===== config.mk =====
export PLATFORM = sky130hd
export DESIGN_NAME = vid_sram_reader
export DESIGN_NICKNAME = d
export VERILOG_FILES = /design/src/rtl/vid_pkg.sv /design/src/rtl/vid_word_unpack.sv /design/src/rtl/vid_sram_reader.sv
export SDC_FILE = /design/constraint.sdc
export NUM_CORES = 1
export LEC_CHECK = 0
export CORE_ASPECT_RATIO = 0.8
export CORE_MARGIN = 4
export CORE_UTILIZATION = 50
export CTS_CLUSTER_SIZE = 8
export DETAILED_ROUTE_END_ITERATION = 8
export DONT_BUFFER_PORTS = 1
export PLACE_DENSITY_LB_ADDON = 0.2
export SLEW_MARGIN = 25
export SYNTH_ARGS = -nofsm -noshare
export SYNTH_HDL_FRONTEND = slang
export SYNTH_HIERARCHICAL = 1
export SYNTH_SLANG_ARGS = --single-unit

===== constraint.sdc =====
create_clock -name clk -period 4.35 [get_ports clk]
set_clock_uncertainty 0.2 [all_clocks]
set_input_delay 1.305 -clock clk [delete_from_list [all_inputs] [get_ports clk]]
set_output_delay 1.305 -clock clk [all_outputs]
set_load 0.01 [all_outputs]

===== src/rtl/vid_pkg.sv =====
`default_nettype none
// ============================================================================
//  Module   : vid_pkg
//  Purpose  : Shared defaults, data types and FSM state encoding for the
//             VID SRAM read path.
//  Revision : 1.0  initial release
// ============================================================================
package vid_pkg;

  localparam int VID_BW     = 16;  // bits per VID
  localparam int Q          = 16;  // VIDs (lanes) per SRAM word
  localparam int ADDR_SPACE = 5;   // SRAM address width

  typedef logic [VID_BW-1:0]   vid_t;
  typedef logic [VID_BW*Q-1:0] vid_word_t;

  typedef enum logic [2:0] {
    IDLE   = 3'd0,
    FETCH  = 3'd1,
    WAIT   = 3'd2,
    STREAM = 3'd3,
    DONE   = 3'd4
  } state_t;

endpackage
`default_nettype wire


===== src/rtl/vid_word_unpack.sv =====
`default_nettype none
// ============================================================================
//  Module   : vid_word_unpack
//  Purpose  : Selects one VID lane out of a packed SRAM word.
//             Lane 0 is the least significant VID_BW bits.
//  Revision : 1.0  initial release
// ============================================================================
module vid_word_unpack #(
  parameter int Q      = vid_pkg::Q,
  parameter int VID_BW = vid_pkg::VID_BW,
  parameter int LW     = (Q > 1) ? $clog2(Q) : 1
) (
  input  logic [VID_BW*Q-1:0] word,
  input  logic [LW-1:0]       lane,
  output logic [VID_BW-1:0]   vid
);

  // Lane multiplexer; out-of-range lane indices return zero
  always_comb begin
    vid = '0;
    for (int i = 0; i < Q; i++) begin
      if (lane == LW'(i)) vid = word[i*VID_BW +: VID_BW];
    end
  end

endmodule
`default_nettype wire


===== src/rtl/vid_sram_reader.sv =====
`default_nettype none
// ============================================================================
//  Module   : vid_sram_reader
//  Purpose  : Reads num_words consecutive SRAM words starting at base_addr
//             and streams their VIDs one per cycle on a valid/ready port.
//             The next word is prefetched while the current one streams.
//  Option   : VID_RD_STALL_CNT_EN adds the stall_cnt output (cycles with
//             vid_valid & ~vid_ready, saturating).
//  Revision : 1.0  initial release
// ============================================================================
module vid_sram_reader #(
  parameter int ADDR_SPACE = vid_pkg::ADDR_SPACE,
  parameter int Q          = vid_pkg::Q,
  parameter int VID_BW     = vid_pkg::VID_BW
) (
  input  logic                  clk,
  input  logic                  rst,
  input  logic                  start,
  input  logic [ADDR_SPACE-1:0] base_addr,
  input  logic [ADDR_SPACE:0]   num_words,
  output logic [ADDR_SPACE-1:0] raddr,
  input  logic [VID_BW*Q-1:0]   rdata,
  output logic [VID_BW-1:0]     vid_out,
  output logic                  vid_valid,
  input  logic                  vid_ready,
  output logic                  vid_last,
  output logic                  busy,
  output logic                  done
`ifdef VID_RD_STALL_CNT_EN
  ,
  output logic [15:0]           stall_cnt
`endif
);

  import vid_pkg::*;

  localparam int LW = (Q > 1) ? $clog2(Q) : 1;
  localparam logic [LW-1:0] LANE_MAX = LW'(Q - 1);

  state_t                  state, state_nxt;
  logic [VID_BW*Q-1:0]     cur_word, pf_word;
  logic                    cur_valid, pf_valid;
  logic [LW-1:0]           lane;
  logic [ADDR_SPACE-1:0]   addr_next;    // next word address to fetch
  logic [ADDR_SPACE:0]     fetch_left;   // words not yet requested from SRAM
  logic [ADDR_SPACE:0]     words_left;   // words not yet fully streamed (incl. current)
  logic                    rd_pend;      // prefetch address is on raddr this cycle
  logic                    rd_wait;      // prefetch data is on rdata this cycle
  logic                    xfer, last_lane, final_word, swap, issue;
  logic [VID_BW-1:0]       lane_vid;

  vid_word_unpack #(.Q(Q), .VID_BW(VID_BW), .LW(LW)) u_unpack (
    .word (cur_word),
    .lane (lane),
    .vid  (lane_vid)
  );

  // State register
  always_ff @(posedge clk) begin
    if (rst) state <= IDLE;
    else     state <= state_nxt;
  end

  // Next-state decode, handshake qualifiers and streaming outputs
  always_comb begin
    state_nxt  = state;
    vid_valid  = (state == STREAM) && cur_valid;
    xfer       = vid_valid && vid_ready;
    last_lane  = (lane == LANE_MAX);
    final_word = (words_left == (ADDR_SPACE+1)'(1));
    swap       = xfer && last_lane && !final_word;
    issue      = (state == STREAM) && (fetch_left != '0) && !pf_valid && !rd_pend && !rd_wait;
    vid_out    = vid_valid ? lane_vid : '0;
    vid_last   = vid_valid && last_lane && final_word;
    busy       = (state != IDLE);
    done       = (state == DONE);
    case (state)
      IDLE:    if (start) state_nxt = (num_words == '0) ? DONE : FETCH;
      FETCH:   state_nxt = WAIT;
      WAIT:    state_nxt = STREAM;
      STREAM:  if (xfer && last_lane && final_word) state_nxt = DONE;
      DONE:    state_nxt = IDLE;
      default: state_nxt = IDLE;
    endcase
  end

  // Address/word bookkeeping and the current/prefetch word buffers
  always_ff @(posedge clk) begin
    if (rst) begin
      raddr      <= '0;
      addr_next  <= '0;
      fetch_left <= '0;
      words_left <= '0;
      lane       <= '0;
      cur_word   <= '0;
      pf_word    <= '0;
      cur_valid  <= 1'b0;
      pf_valid   <= 1'b0;
      rd_pend    <= 1'b0;
      rd_wait    <= 1'b0;
    end else begin
      rd_pend <= issue;
      rd_wait <= rd_pend;
      case (state)
        IDLE: begin
          // Zero-length requests leave the SRAM address untouched
          if (start && (num_words != '0)) begin
            raddr      <= base_addr;
            addr_next  <= base_addr + 1'b1;
            fetch_left <= num_words - 1'b1;
            words_left <= num_words;
            lane       <= '0;
          end
        end
        WAIT: begin
          cur_word  <= rdata;
          cur_valid <= 1'b1;
        end
        STREAM: begin
          if (issue) begin
            raddr      <= addr_next;
            addr_next  <= addr_next + 1'b1;
            fetch_left <= fetch_left - 1'b1;
          end
          if (xfer) lane <= last_lane ? '0 : lane + 1'b1;
          if (swap) begin
            // Word boundary: promote prefetch, or fall back to the in-flight read
            words_left <= words_left - 1'b1;
            pf_valid   <= 1'b0;
            if (pf_valid) begin
              cur_word  <= pf_word;
              cur_valid <= 1'b1;
            end else if (rd_wait) begin
              cur_word  <= rdata;
              cur_valid <= 1'b1;
            end else begin
              cur_valid <= 1'b0;
            end
          end else if (rd_wait) begin
            if (cur_valid) begin
              pf_word  <= rdata;
              pf_valid <= 1'b1;
            end else begin
              cur_word  <= rdata;
              cur_valid <= 1'b1;
            end
          end
        end
        DONE: begin
          cur_valid <= 1'b0;
          pf_valid  <= 1'b0;
          lane      <= '0;
        end
        default: ;
      endcase
    end
  end

`ifdef VID_RD_STALL_CNT_EN
  // Saturating count of back-pressured cycles for the current request
  always_ff @(posedge clk) begin
    if (rst)                              stall_cnt <= '0;
    else if ((state == IDLE) && start)    stall_cnt <= '0;
    else if (vid_valid && !vid_ready && (stall_cnt != 16'hFFFF))
                                          stall_cnt <= stall_cnt + 16'd1;
  end
`endif

endmodule
`default_nettype wire


* Yosys cells after proc, flatten, opt, wreduce, memory -nomap -nowiden
Cells that the tools add are included.
** Word-level totals
- Register bits after elaboration :: 545
- Bits of input ports :: 271
** Operators by class
- Add/sub/neg operators :: 6
- Equality and inequality tests :: 30
- Muxes and demuxes :: 52
- Bitwise logic cells :: 1
- Reduce and logical (&&, ||, !) cells :: 35
** Operators with widths (count)
- 256-bit two-way mux :: 5
- 256-bit one-hot mux with 2 select lines :: 1
- 16-bit two-way mux :: 17
- 4-bit == test (second input constant) :: 8
- 6-bit two-way mux :: 4
- 6-bit one-hot mux with 2 select lines :: 2
- 5-bit two-way mux :: 4
- 5-bit one-hot mux with 2 select lines :: 2
- 6-bit by 1-bit subtractor with 6-bit output (second input constant) :: 3
- 4-bit by 3-bit == test with 1-bit output (second input constant) :: 4
- 1-bit logical AND :: 12
- 4-bit two-way mux :: 3
- 3-bit != test (second input constant) :: 4
- 3-bit one-hot mux with 4 select lines :: 1
- 4-bit one-hot mux with 3 select lines :: 1
- 3-bit AND reduction :: 4
- 6-bit nonzero test :: 2
- 5-bit by 1-bit adder with 5-bit output (second input constant) :: 2
- 2-bit != test (second input constant) :: 5
- 3-bit two-way mux :: 3
- 3-bit nonzero test :: 3
- 4-bit by 2-bit == test with 1-bit output (second input constant) :: 2
- 4-bit AND reduction :: 2
- 1-bit two-way mux :: 7
- 16 further kinds :: 23

* Logic depth before layout (Yosys ltp)
- Word-level depth :: 18
- Depth in mapped cells :: 10
- Gate-level depth less buffers :: 8

* Cells and area by module
The synthesis kept the hierarchy.
** Modules (own cells, without submodules)
- vid_sram_reader :: times used 1, cells an instance 2783, area each 20902.5 µm², seq. area each 10910.5 µm²
- vid_word_unpack :: times used 1, cells an instance 354, area each 2592.5 µm², seq. area each 0.0 µm²

* Worst setup path before layout
No wires, ideal clock.
- Path type :: flip-flop to output port
- Start point :: register lane[0]
- End point :: output port vid_out[10]
- Data arrival time :: 1.802 ns
- Required time :: 2.845 ns
- Setup slack :: 1.043 ns
- Stages on the path, launching flop included :: 7
- Path buffers :: 1
- Cells stage by stage :: dfxtp_1 buf_6 mux4_2 nand2_1 o221ai_2 a221o_1 and2_1
** On the way
- Longest elaborated chain between the ends :: 18
- Elaborated cells between the ends (all ways) :: 33
- Those cells by class :: eq/ne: 15; mux: 17; reduce/logical: 1
** Ends and longest elaborated chain
- start: declaration :: RTL line vid_sram_reader.sv:43 : logic [LW-1:0] lane;
- start signal: assignment :: RTL line vid_sram_reader.sv:125 : if (xfer) lane <= last_lane ? '0 : lane + 1'b1;
- 4-bit zero test :: RTL line vid_word_unpack.sv:22 : if (lane == LW'(i)) vid = word[i*VID_BW +: VID_BW];
- 16-bit two-way mux (15 in series) :: RTL line vid_word_unpack.sv:22
- 16-bit two-way mux (*) :: RTL line vid_word_unpack.sv:22
- named net lane_vid[10] :: RTL line vid_sram_reader.sv:50 : logic [VID_BW-1:0] lane_vid;
- 16-bit two-way mux (*) :: RTL line vid_sram_reader.sv:73 : vid_out = vid_valid ? lane_vid : '0;
- end: declaration :: RTL line vid_sram_reader.sv:23 : output logic [VID_BW-1:0] vid_out,
The timed path passes the listed nets; every way through them passes the cells marked *.

* Final worst setup path
- Start point :: register lane[1]
- End point :: output port vid_out[2]
The elaborated chain is that of the path after synthesis.

==> flow_summary.toml <==
[outcome]
outcome = "complete, but fails checks"
violations = "max-slew violations"

[yosys]
ys_ff_latch = 545
synth_ff_type = "dfxtp_1"
ys_warn_count = 6
yosys.area.top_type = "dfxtp_1"
syn_inst = 3137
yosys-top-cells-count = "nor2_1, nand2_1, dfxtp_1, a21oi_1, nor4_1"
yosysMostFrequentCell = "nor2_1"
post_synth_num_cell_types = 70
syn_nets = 3413
ys_async_sr_fraction_pct = 0
ys_seq_area_share_pct = 46.4
synth_top_cells_by_area = "dfxtp_1, nor2_1, nand2_1, nor4_1, a21oi_1"
synth_top_area_share_pct = 46.4
synth_edf_count = 0
avgSynthCellArea_um2 = 7.49
syn_area_mm2 = 0.0235

[cts]
insertion_delay_ns = 0.62
cts_hold_buf = 0
cts_tree = "done"
h-tree-depth = 3
clkSinkCount = 545
cts-buffers-inserted = 78
cts_root_buf = "clkbuf_16"
cts.clk_slew.worst_paths_ns = 0.05
cts_buffer_depth = 3

[layout]
utilization_pct = 56.1
layout.nets = 3292
drive_gt1_share_pct = 6.51
num_antenna_cells = 0
area_growth_pct = 9.98

[route]
dr.pass1.iters = 7
dr.first_iter.drc_count = 2279
drt-vias-per-instance = 6.00
drt-total-wl_mm = 79.9
drtAntennaViolNets = 0
wl_per_cell_um = 22.0
drc_errors = 0
num_vias = 21800

[timing]
setup_viol = 0
maxSlewViolCount = 377
report.final.hold_viol_count = 0
tns_ns = 0
period_share_pct = 98.2
fin_crit_ns = 4.27
maxSlewHeadroom_pct = -83.5
clock.fmax_ghz = 0.234
worstMarginPinSlew_ns = 2.75
rsz0062_at_grt = "no"

[floorplanning]
io_pins = 296
die_h_um = 202
core_mm2 = 0.0461
start_util_pct = 51.0
row_count = 70
fp.dieArea_mm2 = 0.0505
die_w_um = 250

[global_routing]
grt_max_degree = 547
track_usage_pct = 30.5
grt_pass1_vias = 20200
grt_pass1_wl_mm = 123
globalRouteOverflowTotal = 0
antenna_found_initial = 1

[critical_path]
required_ns = 2.84
cp-start-kind = "flip-flop"
r2r_end = "pf_word[220]"
critPathCapture = "vid_out[2]"
cp_max_fo = 14
crit_start = "lane[1]"
r2r_slack_ns = 0.95
r2r_start = "state[2]"
critPathArrivalTime_ns = 2.77
worstSetupEndpointType = "output pin"
critPathKind = "flip-flop to output pin"
ff2ff_path_depth = 7

[placement]
gp_congestion = 0.900
place.port_buffers = 0
hpwl_mm = 53.6

[pwr]
p_per_area_mw_per_mm2 = 473
p_leak_nw = 9.46
peakVddDrop_uv = 289

[flow_run]
cap_violations = 0

[worst_hold_path]
hp-class = "flip-flop to flip-flop"
## timing repair
action,4_1_cts,5_1_grt
endpoints found under the setup margin,12,6
gates resized for setup,5,9
pin swaps,0,1
hold endpoints to repair,0,0
buffers inserted,6,0
cloned,1,0
## cell families after synthesis
kind of cell               synth area share [%]
adders and majority gates                 0.266
and+or+nand+nor                            32.7
buffers and inverters                      5.13
AOI/OAI and AO/OA                          11.7
muxes                                      3.82
DFF                                        46.4
## flip-flops by register name, summed over array words and instances (netlist names)
register	count
cur_word	256
pf_word	256
fetch_left	6
words_left	6
addr_next	5
raddr	5
lane	4
state	3
cur_valid	1
pf_valid	1
rd_pend	1
rd_wait	1
## cells in the final DEF, fill, tap and decap left out, drive strengths merged, types with 4 or more instances in the layout
| cell | Yosys | routed |
|---|---|---|
| nand2 | 576 | 576 |
| nor4 | 261 | 261 |
| a22oi | 7 | 7 |
| o22ai | 23 | 23 |
| a21oi | 303 | 303 |
| a221oi | 5 | 5 |
| o221ai | 10 | 10 |
| a31oi | 8 | 8 |
| o21ai | 45 | 45 |
| a211oi | 19 | 19 |
| mux2i | 32 | 32 |
| nand4 | 11 | 11 |
| o31ai | 4 | 4 |
| nand2b | 13 | 13 |
| nor2b | 14 | 14 |
| o311ai | 4 | 4 |
| nand3 | 16 | 16 |
| inv | 15 | 20 |
| nor3 | 33 | 33 |
| buf | 110 | 48 |
| dfxtp | 545 | 545 |
| or3 | 6 | 6 |
| nor2 | 823 | 823 |
| a221o | 7 | 7 |
| mux4 | 20 | 20 |
| and2 | 20 | 20 |
| a21boi | 5 | 5 |
| ha | 5 | 5 |
| mux2 | 11 | 11 |
| clkbuf | 140 | 83 |
## through the flow
| stage | cell area, um2 | hold WS [ns] | power, mW | std cells | setup WS (ns) |
|---|---|---|---|---|---|
| 5_1_grt | 25800 | 0.266 | 12.7 | 3637 | 0.00906 |
| 3_3_place_gp | 23600 | 0.238 | 6.90 | 3541 | 0.483 |
| 3_5_place_dp | 23600 | 0.246 | 6.93 | 3541 | 0.442 |
| 4_1_cts | 25800 | 0.252 | 12.3 | 3637 | 0.0290 |
| 6_report | 25800 | 0.251 | 12.2 | 3637 | 0.0799 |
| 2_1_floorplan | 23500 | 0.237 | 6.55 | 3137 | 1.04 |
## worst min-delay path by stage
stage | from | end | cells after the start
6_report | pf_word[29] | pf_word[29] | 2
5_1_grt | pf_word[61] | pf_word[61] | 2
4_1_cts | pf_word[202] | pf_word[202] | 2
3_5_place_dp | pf_word[132] | pf_word[132] | 2
3_3_place_gp | pf_word[241] | pf_word[241] | 2
2_1_floorplan | pf_word[0] | pf_word[0] | 2
## power by group
part           internal (mW)  switching [mW]
Sequential              5.35           0.363
Combinational          0.465           0.688
Clock                   3.27            2.09
## area by class of cell
cell class,instances,area [um2]
Fill cell,4331,20200
Sequential cell,545,10900
Inverter,17,63.8
Tap cell,612,766
Clock inverter,6,73.8
Multi-Input combinational cell,2325,11500
Clock buffer,83,2000
Timing Repair Buffer,49,558
## worst max-delay path: stages, from the launching register on
cell	delay, ns
dfxtp_4	0.53
buf_4	0.27
mux4_2	0.36
nand2_1	0.10
o221ai_1	0.23
a221o_1	0.47
and2_1	0.19
## metal layers
layer | share of wire, % | global-route usage [%] | vias to the layer above | wire, um
met2 | 45 | 47.1 | 868 | 35800
li1 | - | - | 10400 | -
met1 | 43 | 42.2 | 10500 | 34100
met5 | 0.013 | 0 | - | 10
met4 | 2.4 | 7.49 | 2 | 1910
met3 | 10 | 9.11 | 137 | 8080
(Power assumes the default switching activity.)
